`src/rtl/cpu_pkg.sv`:
```
// Shared types, defaults and helpers for the CPU pipeline sequencing logic.
// The flow-control helper encodes the branch-flush / load-use bubble rule.
package cpu_pkg;

  localparam int unsigned TIMEOUT_W_DEF   = 8;
  localparam int unsigned TIMEOUT_CYC_DEF = 200;

  typedef enum logic [1:0] {
    IDLE       = 2'd0,
    CACHE_WAIT = 2'd1,
    AES_WAIT   = 2'd2,
    RELEASE    = 2'd3
  } stall_state_e;

  typedef struct packed {
    logic en_if;
    logic en_id;
    logic en_ex;
    logic en_mem;
    logic flush_id;
    logic flush_ex;
  } pipe_ctrl_t;

  // Pipeline controls when no memory access is holding the pipe; branch flush beats load-use.
  function automatic pipe_ctrl_t flow_ctrl(input logic br_taken, input logic load_use);
    pipe_ctrl_t c;
    if (br_taken) begin
      c.en_if    = 1'b1;
      c.en_id    = 1'b1;
      c.en_ex    = 1'b1;
      c.en_mem   = 1'b1;
      c.flush_id = 1'b1;
      c.flush_ex = 1'b1;
    end else if (load_use) begin
      c.en_if    = 1'b0;
      c.en_id    = 1'b0;
      c.en_ex    = 1'b1;
      c.en_mem   = 1'b1;
      c.flush_id = 1'b0;
      c.flush_ex = 1'b1;
    end else begin
      c.en_if    = 1'b1;
      c.en_id    = 1'b1;
      c.en_ex    = 1'b1;
      c.en_mem   = 1'b1;
      c.flush_id = 1'b0;
      c.flush_ex = 1'b0;
    end
    return c;
  endfunction

  function automatic logic [31:0] sat_inc(input logic [31:0] v);
    return (v == 32'hFFFF_FFFF) ? v : v + 32'd1;
  endfunction

endpackage

```
`src/rtl/stall_watchdog.sv`:
```
// Wait-cycle counter for the memory stall; tc flags the last allowed wait
// cycle (count == LIMIT-1) while counting is enabled.
module stall_watchdog #(
  parameter int unsigned WIDTH = 8,
  parameter int unsigned LIMIT = 200
) (
  input  logic clk_i,
  input  logic rst_ni,
  input  logic clr,
  input  logic en,
  output logic tc
);

  localparam logic [WIDTH-1:0] LAST = WIDTH'(LIMIT - 1);
  localparam logic [WIDTH-1:0] ONE  = WIDTH'(1);

  logic [WIDTH-1:0] cnt_r;

  // Clear wins over enable so every access starts counting from zero.
  always_ff @(posedge clk_i or negedge rst_ni) begin
    if (!rst_ni) begin
      cnt_r <= '0;
    end else if (clr) begin
      cnt_r <= '0;
    end else if (en) begin
      cnt_r <= cnt_r + ONE;
    end else begin
      cnt_r <= cnt_r;
    end
  end

  assign tc = en && (cnt_r == LAST);

endmodule

```
`src/rtl/pipe_stall_ctrl.sv`:
```
// Pipeline sequencing controller: memory-access stalls, load-use bubbles, branch flushes.
// Optional performance counters are built when PIPE_STALL_PERF_EN is defined.
module pipe_stall_ctrl
  import cpu_pkg::*;
#(
  parameter int unsigned TIMEOUT_W   = TIMEOUT_W_DEF,
  parameter int unsigned TIMEOUT_CYC = TIMEOUT_CYC_DEF
) (
  input  logic        clk_i,
  input  logic        rst_ni,
  input  logic        valid_cache_mem_i,
  input  logic        ready_cache_i,
  input  logic        valid_aes_mem_i,
  input  logic        ready_aes_i,
  input  logic        load_use_i,
  input  logic        br_taken_i,
  output logic        req_cache_o,
  output logic        req_aes_o,
  output logic        en_if_o,
  output logic        en_id_o,
  output logic        en_ex_o,
  output logic        en_mem_o,
  output logic        flush_id_o,
  output logic        flush_ex_o,
  output logic        busy_o,
  output logic        timeout_o
`ifdef PIPE_STALL_PERF_EN
  ,
  output logic [31:0] stall_mem_cnt_o,
  output logic [31:0] stall_hz_cnt_o,
  output logic [31:0] flush_cnt_o
`endif
);

  stall_state_e state_r;
  stall_state_e state_nxt_s;
  logic         req_cache_r;
  logic         req_aes_r;
  logic         busy_r;
  logic         timeout_r;
  logic         access_s;
  logic         waiting_s;
  logic         wd_clr_s;
  logic         wd_tc_s;
  logic         abort_s;
  pipe_ctrl_t   ctrl_s;

  assign access_s  = valid_cache_mem_i | valid_aes_mem_i;
  assign waiting_s = (state_r == CACHE_WAIT) || (state_r == AES_WAIT);
  assign wd_clr_s  = (state_nxt_s != CACHE_WAIT) && (state_nxt_s != AES_WAIT);

  stall_watchdog #(
    .WIDTH (TIMEOUT_W),
    .LIMIT (TIMEOUT_CYC)
  ) u_watchdog (
    .clk_i  (clk_i),
    .rst_ni (rst_ni),
    .clr    (wd_clr_s),
    .en     (waiting_s),
    .tc     (wd_tc_s)
  );

  // Next-state decode; a ready arriving together with the terminal count still completes normally.
  always_comb begin
    state_nxt_s = state_r;
    abort_s     = 1'b0;
    case (state_r)
      IDLE: begin
        if (valid_cache_mem_i) begin
          state_nxt_s = CACHE_WAIT;
        end else if (valid_aes_mem_i) begin
          state_nxt_s = AES_WAIT;
        end else begin
          state_nxt_s = IDLE;
        end
      end
      CACHE_WAIT: begin
        if (ready_cache_i) begin
          state_nxt_s = RELEASE;
        end else if (wd_tc_s) begin
          state_nxt_s = RELEASE;
          abort_s     = 1'b1;
        end else begin
          state_nxt_s = CACHE_WAIT;
        end
      end
      AES_WAIT: begin
        if (ready_aes_i) begin
          state_nxt_s = RELEASE;
        end else if (wd_tc_s) begin
          state_nxt_s = RELEASE;
          abort_s     = 1'b1;
        end else begin
          state_nxt_s = AES_WAIT;
        end
      end
      RELEASE: state_nxt_s = IDLE;
      default: state_nxt_s = IDLE;
    endcase
  end

  // Enables/flushes react in the same cycle so a stall or bubble costs no extra cycle.
  always_comb begin
    ctrl_s = '0;
    case (state_r)
      IDLE: begin
        if (access_s) begin
          ctrl_s = '0;
        end else begin
          ctrl_s = flow_ctrl(br_taken_i, load_use_i);
        end
      end
      RELEASE:              ctrl_s = flow_ctrl(br_taken_i, load_use_i);
      CACHE_WAIT, AES_WAIT: ctrl_s = '0;
      default:              ctrl_s = '0;
    endcase
  end

  // State register with the registered request, busy and sticky timeout flags.
  always_ff @(posedge clk_i or negedge rst_ni) begin
    if (!rst_ni) begin
      state_r     <= IDLE;
      req_cache_r <= 1'b0;
      req_aes_r   <= 1'b0;
      busy_r      <= 1'b0;
      timeout_r   <= 1'b0;
    end else begin
      state_r     <= state_nxt_s;
      req_cache_r <= (state_nxt_s == CACHE_WAIT);
      req_aes_r   <= (state_nxt_s == AES_WAIT);
      busy_r      <= (state_nxt_s != IDLE);
      timeout_r   <= timeout_r | abort_s;
    end
  end

  assign req_cache_o = req_cache_r;
  assign req_aes_o   = req_aes_r;
  assign busy_o      = busy_r;
  assign timeout_o   = timeout_r;

  // Pipeline controls must be quiet while reset is held, not only after the first edge.
  assign en_if_o    = rst_ni & ctrl_s.en_if;
  assign en_id_o    = rst_ni & ctrl_s.en_id;
  assign en_ex_o    = rst_ni & ctrl_s.en_ex;
  assign en_mem_o   = rst_ni & ctrl_s.en_mem;
  assign flush_id_o = rst_ni & ctrl_s.flush_id;
  assign flush_ex_o = rst_ni & ctrl_s.flush_ex;

`ifdef PIPE_STALL_PERF_EN
  logic [31:0] stall_mem_cnt_r;
  logic [31:0] stall_hz_cnt_r;
  logic [31:0] flush_cnt_r;
  logic        mem_stall_s;
  logic        bubble_s;

  assign mem_stall_s = waiting_s || ((state_r == IDLE) && access_s);
  assign bubble_s    = ctrl_s.flush_ex && !ctrl_s.flush_id;

  // Saturating event counters; a flush cycle is one where the branch flush fires.
  always_ff @(posedge clk_i or negedge rst_ni) begin
    if (!rst_ni) begin
      stall_mem_cnt_r <= 32'd0;
      stall_hz_cnt_r  <= 32'd0;
      flush_cnt_r     <= 32'd0;
    end else begin
      stall_mem_cnt_r <= mem_stall_s     ? sat_inc(stall_mem_cnt_r) : stall_mem_cnt_r;
      stall_hz_cnt_r  <= bubble_s        ? sat_inc(stall_hz_cnt_r)  : stall_hz_cnt_r;
      flush_cnt_r     <= ctrl_s.flush_id ? sat_inc(flush_cnt_r)     : flush_cnt_r;
    end
  end

  assign stall_mem_cnt_o = stall_mem_cnt_r;
  assign stall_hz_cnt_o  = stall_hz_cnt_r;
  assign flush_cnt_o     = flush_cnt_r;
`endif

endmodule

```
`config.mk`:
```
export PLATFORM = sky130hd
export DESIGN_NAME = pipe_stall_ctrl
export DESIGN_NICKNAME = d
export VERILOG_FILES = /design/src/rtl/cpu_pkg.sv /design/src/rtl/stall_watchdog.sv /design/src/rtl/pipe_stall_ctrl.sv
export SDC_FILE = /design/constraint.sdc
export NUM_CORES = 1
export LEC_CHECK = 0
export ABC_AREA = 0
export CORE_MARGIN = 2
export CORE_UTILIZATION = 40
export CTS_CLUSTER_DIAMETER = 30
export DETAILED_ROUTE_END_ITERATION = 10
export PLACE_DENSITY_LB_ADDON = 0.3
export SETUP_SLACK_MARGIN = 0.5
export SLEW_MARGIN = 10
export SYNTH_ARGS = -nofsm -noshare
export SYNTH_HDL_FRONTEND = slang
export SYNTH_SLANG_ARGS = --single-unit
```
`constraint.sdc`:
```
create_clock -name clk_i -period 2.2 [get_ports clk_i]
set_input_delay 0.44 -clock clk_i [delete_from_list [all_inputs] [get_ports clk_i]]
set_output_delay 0.44 -clock clk_i [all_outputs]
set_load 0.1 [all_outputs]
```
### Word-level counts from Yosys, hierarchy flattened

Cells that the tools add are included.
Widths: inputs -> output; s select.

* register bits after elaboration: 14
* input bits: 8
* logic and storage cells: 47

* $add $sub $neg: 1
* eq/ne operators: 8
* muxes and demuxes: 17
* bitwise logic cells: 8
* reductions and logical operators: 7

Operators with widths (count)
* $mux 6: 3
* $pmux 6 s3: 1
* $mux 8: 2
* $add 8x1->8 const B: 1
* $eq 8x8->1 const B: 1
* $mux 2: 4
* $pmux 2 s4: 1
* $and 1x1->1: 6
* $eq 2x2->1 const B: 3
* $mux 1: 5
* $eq 2x1->1 const B: 2
* $reduce_bool 2->1: 2
* $logic_and 1x1->1: 2
* $logic_not 2->1: 1
* $ne 2x1->1 const B: 1
* $ne 2x2->1 const B: 1
* $or 1x1->1: 2
* $pmux 1 s2: 1
* $reduce_or 2->1: 1
* $logic_or 1x1->1: 1

### Longest topological paths before layout

* word-level depth: 9
* depth in mapped cells: 9
* depth with buffers taken out: 8

### Hierarchy

Synthesis repeated with hierarchy kept, for this count alone.

* cell total of the unflattened synthesis: 88
* area total of the unflattened synthesis: 828.3 um2

By module, submodules not included
* stall_watchdog: times used 1, cells each 44, area an instance 424.2 um2
* pipe_stall_ctrl: times used 1, cells each 44, area an instance 404.1 um2

### Worst setup path before layout

OpenSTA, ideal clock, no wires.

* path type: reg2out
* start: register state_r[0]
* end: output en_if_o
* arrival time: 3064 ps
* setup slack: -1304 ps
* cell stages (with the launch flop): 8
* cells stage by stage: dfrtp_1 inv_1 ha_1 buf_2 nor3b_1 o21ai_1 a21oi_1 buf_4

* cells in the longest elaborated chain, start to end: 4
* elaborated cells on any way between the ends: 7

Ends and longest elaborated chain
* start: declaration: RTL line pipe_stall_ctrl.sv:35 `stall_state_e state_r;`
* start signal: assignment: RTL line pipe_stall_ctrl.sv:128 `state_r <= state_nxt_s;`
* $eq 2x1->1 or $eq 2x2->1 (tied branches): RTL line pipe_stall_ctrl.sv:105 `case (state_r)`
* $reduce_or 2->1: RTL line pipe_stall_ctrl.sv:105
* $pmux 6 s3 *: RTL line pipe_stall_ctrl.sv:105
* $and 1x1->1 *: RTL line pipe_stall_ctrl.sv:142 `assign en_if_o = rst_ni & ctrl_s.en_if;`
* end: declaration: RTL line pipe_stall_ctrl.sv:19 `output logic en_if_o,`

Every way passes the cells marked *; elsewhere a longest branch is shown, timed or not.

### Worst setup path in the final report

* start: register state_r[0]
* end: output en_ex_o

* cells in the longest elaborated chain, start to end: 4
* elaborated cells on any way between the ends: 7

Ends and longest elaborated chain
* $eq 2x1->1 or $eq 2x2->1 (tied branches): RTL line pipe_stall_ctrl.sv:105
* $reduce_or 2->1: RTL line pipe_stall_ctrl.sv:105
* $pmux 6 s3 *: RTL line pipe_stall_ctrl.sv:105
* $and 1x1->1 *: RTL line pipe_stall_ctrl.sv:144 `assign en_ex_o = rst_ni & ctrl_s.en_ex;`
* end: declaration: RTL line pipe_stall_ctrl.sv:21 `output logic en_ex_o,`

Marks and branches as above.

==> impl_metrics.ini <==
[logic_synthesis]
ys_types = 28
yosys-top-cells-area = dfrtp_1, ha_1, inv_1
synth.most_common_cell = dfrtp_1
synth_fp_nets = 96
synth_enable_flop_cells = 0
synth_common_cells = dfrtp_1, inv_1, ha_1
ys_warn_count = 0
syn-instance-count = 80
ys.flop_type = dfrtp_1
synth_area_um2 = 834.6
ys_seq_area_frac = 0.4198
ys_async_sr_fraction = 1.000
yosysTopAreaCellShare = 0.4198
synth.avg_cell_area_um2 = 10.43
ys_ff_latch = 14
synth_largest_area_cell = dfrtp_1

[critical_path]
critPathLaunch = state_r[0]$_DFF_PN0_
r2r_slack_ps = 170
r2r_end = u_watchdog.cnt_r[0]$_DFFE_PN0P_
endpoint = en_ex_o
worst-path-max-fanout = 4
worst-endpoint-required_ps = 1760
path_class = reg2out
startpoint_type = register
timing.rr.start = state_r[0]$_DFF_PN0_
end_kind = output pin
rr_worst_depth = 9
cp_data_arrival_time_ps = 1700

[floorplanning]
die_h_um = 49.68
die_x_um = 49.68
fp.dieArea_mm2 = 0.002468
start_util = 0.4254
io_pins = 18
coreArea_mm2 = 0.001962
rows = 16

[detailed_routing]
routed_wl_um = 1920
avgRoutedWirePerCell_um = 13.81
drc = 0
firstDrtPassIters = 4
detailedRoute.firstIterationViolations = 4
vias_per_cell = 5.000
vias = 695
ant_nets = 0

[placed_design]
dpl.hpwl_um = 1231
port_buffers = 17
gp_congestion = 0.7001
place_inst = 121

[layout]
multi_input_area_um2 = 574.3
nFillCells = 143
seq_area_um2 = 350.3
drive_above_1_share = 0.5179
final_nets = 129
stdcell_count = 139
diodes = 0
syn2layout_area_growth_pct = 65.52

[timing]
drv_slew = 0
timing.fmax_ghz = 0.4667
fin_worst_skew_ps = 8.771
max_slew_margin = 0.7540
setup-violations-final = 0
period_share = 0.9740
worst_slew_pin_slew_ps = 367.8
hold_viol = 0
period_minus_slack_ps = 2143
setup_tns_ps = 0
rsz0062_at_grt = yes

[outcome]
status = complete, no violations

[grt]
grt_pass1_vias = 691
gr-total-overflow = 0
grt_start_max_net_pins = 15
antenna_found_initial = 0
grt_use_total = 0.1682
grt_pass1_wl_um = 3042

[clocking]
cts_tree = done
cts_buffer_depth = 2
clk_pin_slew_worst_paths_ps = 80
clkSinkCount = 14
clock_latency_ps = 290
numCtsBuffers = 3
htreeDepth = 1
clockRootBuffer = clkbuf_4
cts_hold_buf = 0

[job]
cap_violations = 0

[hold_path]
holdCritPathClass = reg2reg

[pwr]
power_leakage_nw = 0.5968
vdd_ir_drop_max_uv = 1589
p_per_area_mw_per_mm2 = 1627
layer usage:
metal	wire, µm	vias up	GRT usage	share of wire
met5	0	-	0	0
met4	78	0	0.1343	0.041
met3	79	6	0.04848	0.041
met2	1003	18	0.2756	0.52
met1	759	331	0.1790	0.40
li1	-	340	-	-
kinds of logic after synthesis:
kind of cell | synth area share
compound gates | 0.1229
buf+inv | 0.07345
mux | 0.02399
xor+xnor | 0.04199
simple gates | 0.1979
fa+ha+maj | 0.1199
flops | 0.4198
flip-flops by register name, summed over array words and instances (netlist names):
register          flops
u_watchdog.cnt_r      8
timeout_o             1
req_cache_o           1
req_aes_o             1
state_r               2
busy_o                1
critical path, cell delays in order (launching register included):
cell        delay [ps]
dfrtp_1            400
inv_2               70
ha_4               170
nor3b_4            150
o21ai_4            230
clkinvlp_4         190
buf_12             190
cell type report:
cell class                 instances  area share
clock buffer                       4     0.02627
sequential                        14      0.2536
tap                               27     0.02446
inverter                           9     0.02717
timing repair buffer              32      0.2527
multi-input combinational         53      0.4158
stage by stage:
stage	power, mW	setup WS [ps]	instance area (µm²)	util	hold slack, ps
2_1_floorplan	1.253	-168.6	942.2	-	144.4
3_3_place_gp	1.465	72.31	1146	0.5842	450.9
3_5_place_dp	1.473	30.15	1146	0.5842	463.3
4_1_cts	1.903	34.45	1255	0.6397	483.7
5_1_grt	2.389	-13.65	1381	0.7041	516.6
6_report	2.247	57.22	1381	0.7041	478.7
power by group:
group | total (mW) | internal (mW) | leakage, nW | switching, mW
registers | 0.355 | 0.316 | 0.186 | 0.0389
clock network | 0.184 | 0.101 | 0.0210 | 0.0828
logic | 1.71 | 0.824 | 0.390 | 0.885
timing repair:
action	CTS	global route
pin swaps	4	4
setup endpoints to repair	17	16
setup buffers	7	7
gates resized for setup	4	16
worst min-delay path by stage:
stage,cells past startpoint,start,endpoint
after floorplan,0,rst_ni,busy_o$_DFF_PN0_
after global placement,1,timeout_o$_DFF_PN0_,timeout_o$_DFF_PN0_
after detailed placement,1,timeout_o$_DFF_PN0_,timeout_o$_DFF_PN0_
after CTS,1,timeout_o$_DFF_PN0_,timeout_o$_DFF_PN0_
after global routing,1,timeout_o$_DFF_PN0_,timeout_o$_DFF_PN0_
final,1,timeout_o$_DFF_PN0_,timeout_o$_DFF_PN0_
placed cells by master (no fill, tap or decap), types with 2 or more instances in the layout:
cell type        instances
clkbuf_4                 3
clkdlybuf4s50_1          7
ha_1                     5
nand4_1                  3
ha_4                     2
nor2_2                   2
a21boi_1                 2
o21ai_0                  2
inv_1                    5
buf_12                   7
o41a_2                   2
mux2i_1                  2
xnor2_1                  3
buf_4                   17
or3_1                    2
and2_4                   4
a21oi_2                  2
dfrtp_1                 14
inv_2                    3
o41ai_4                  2
nand3_1                  2
(Power assumes the default switching activity.)
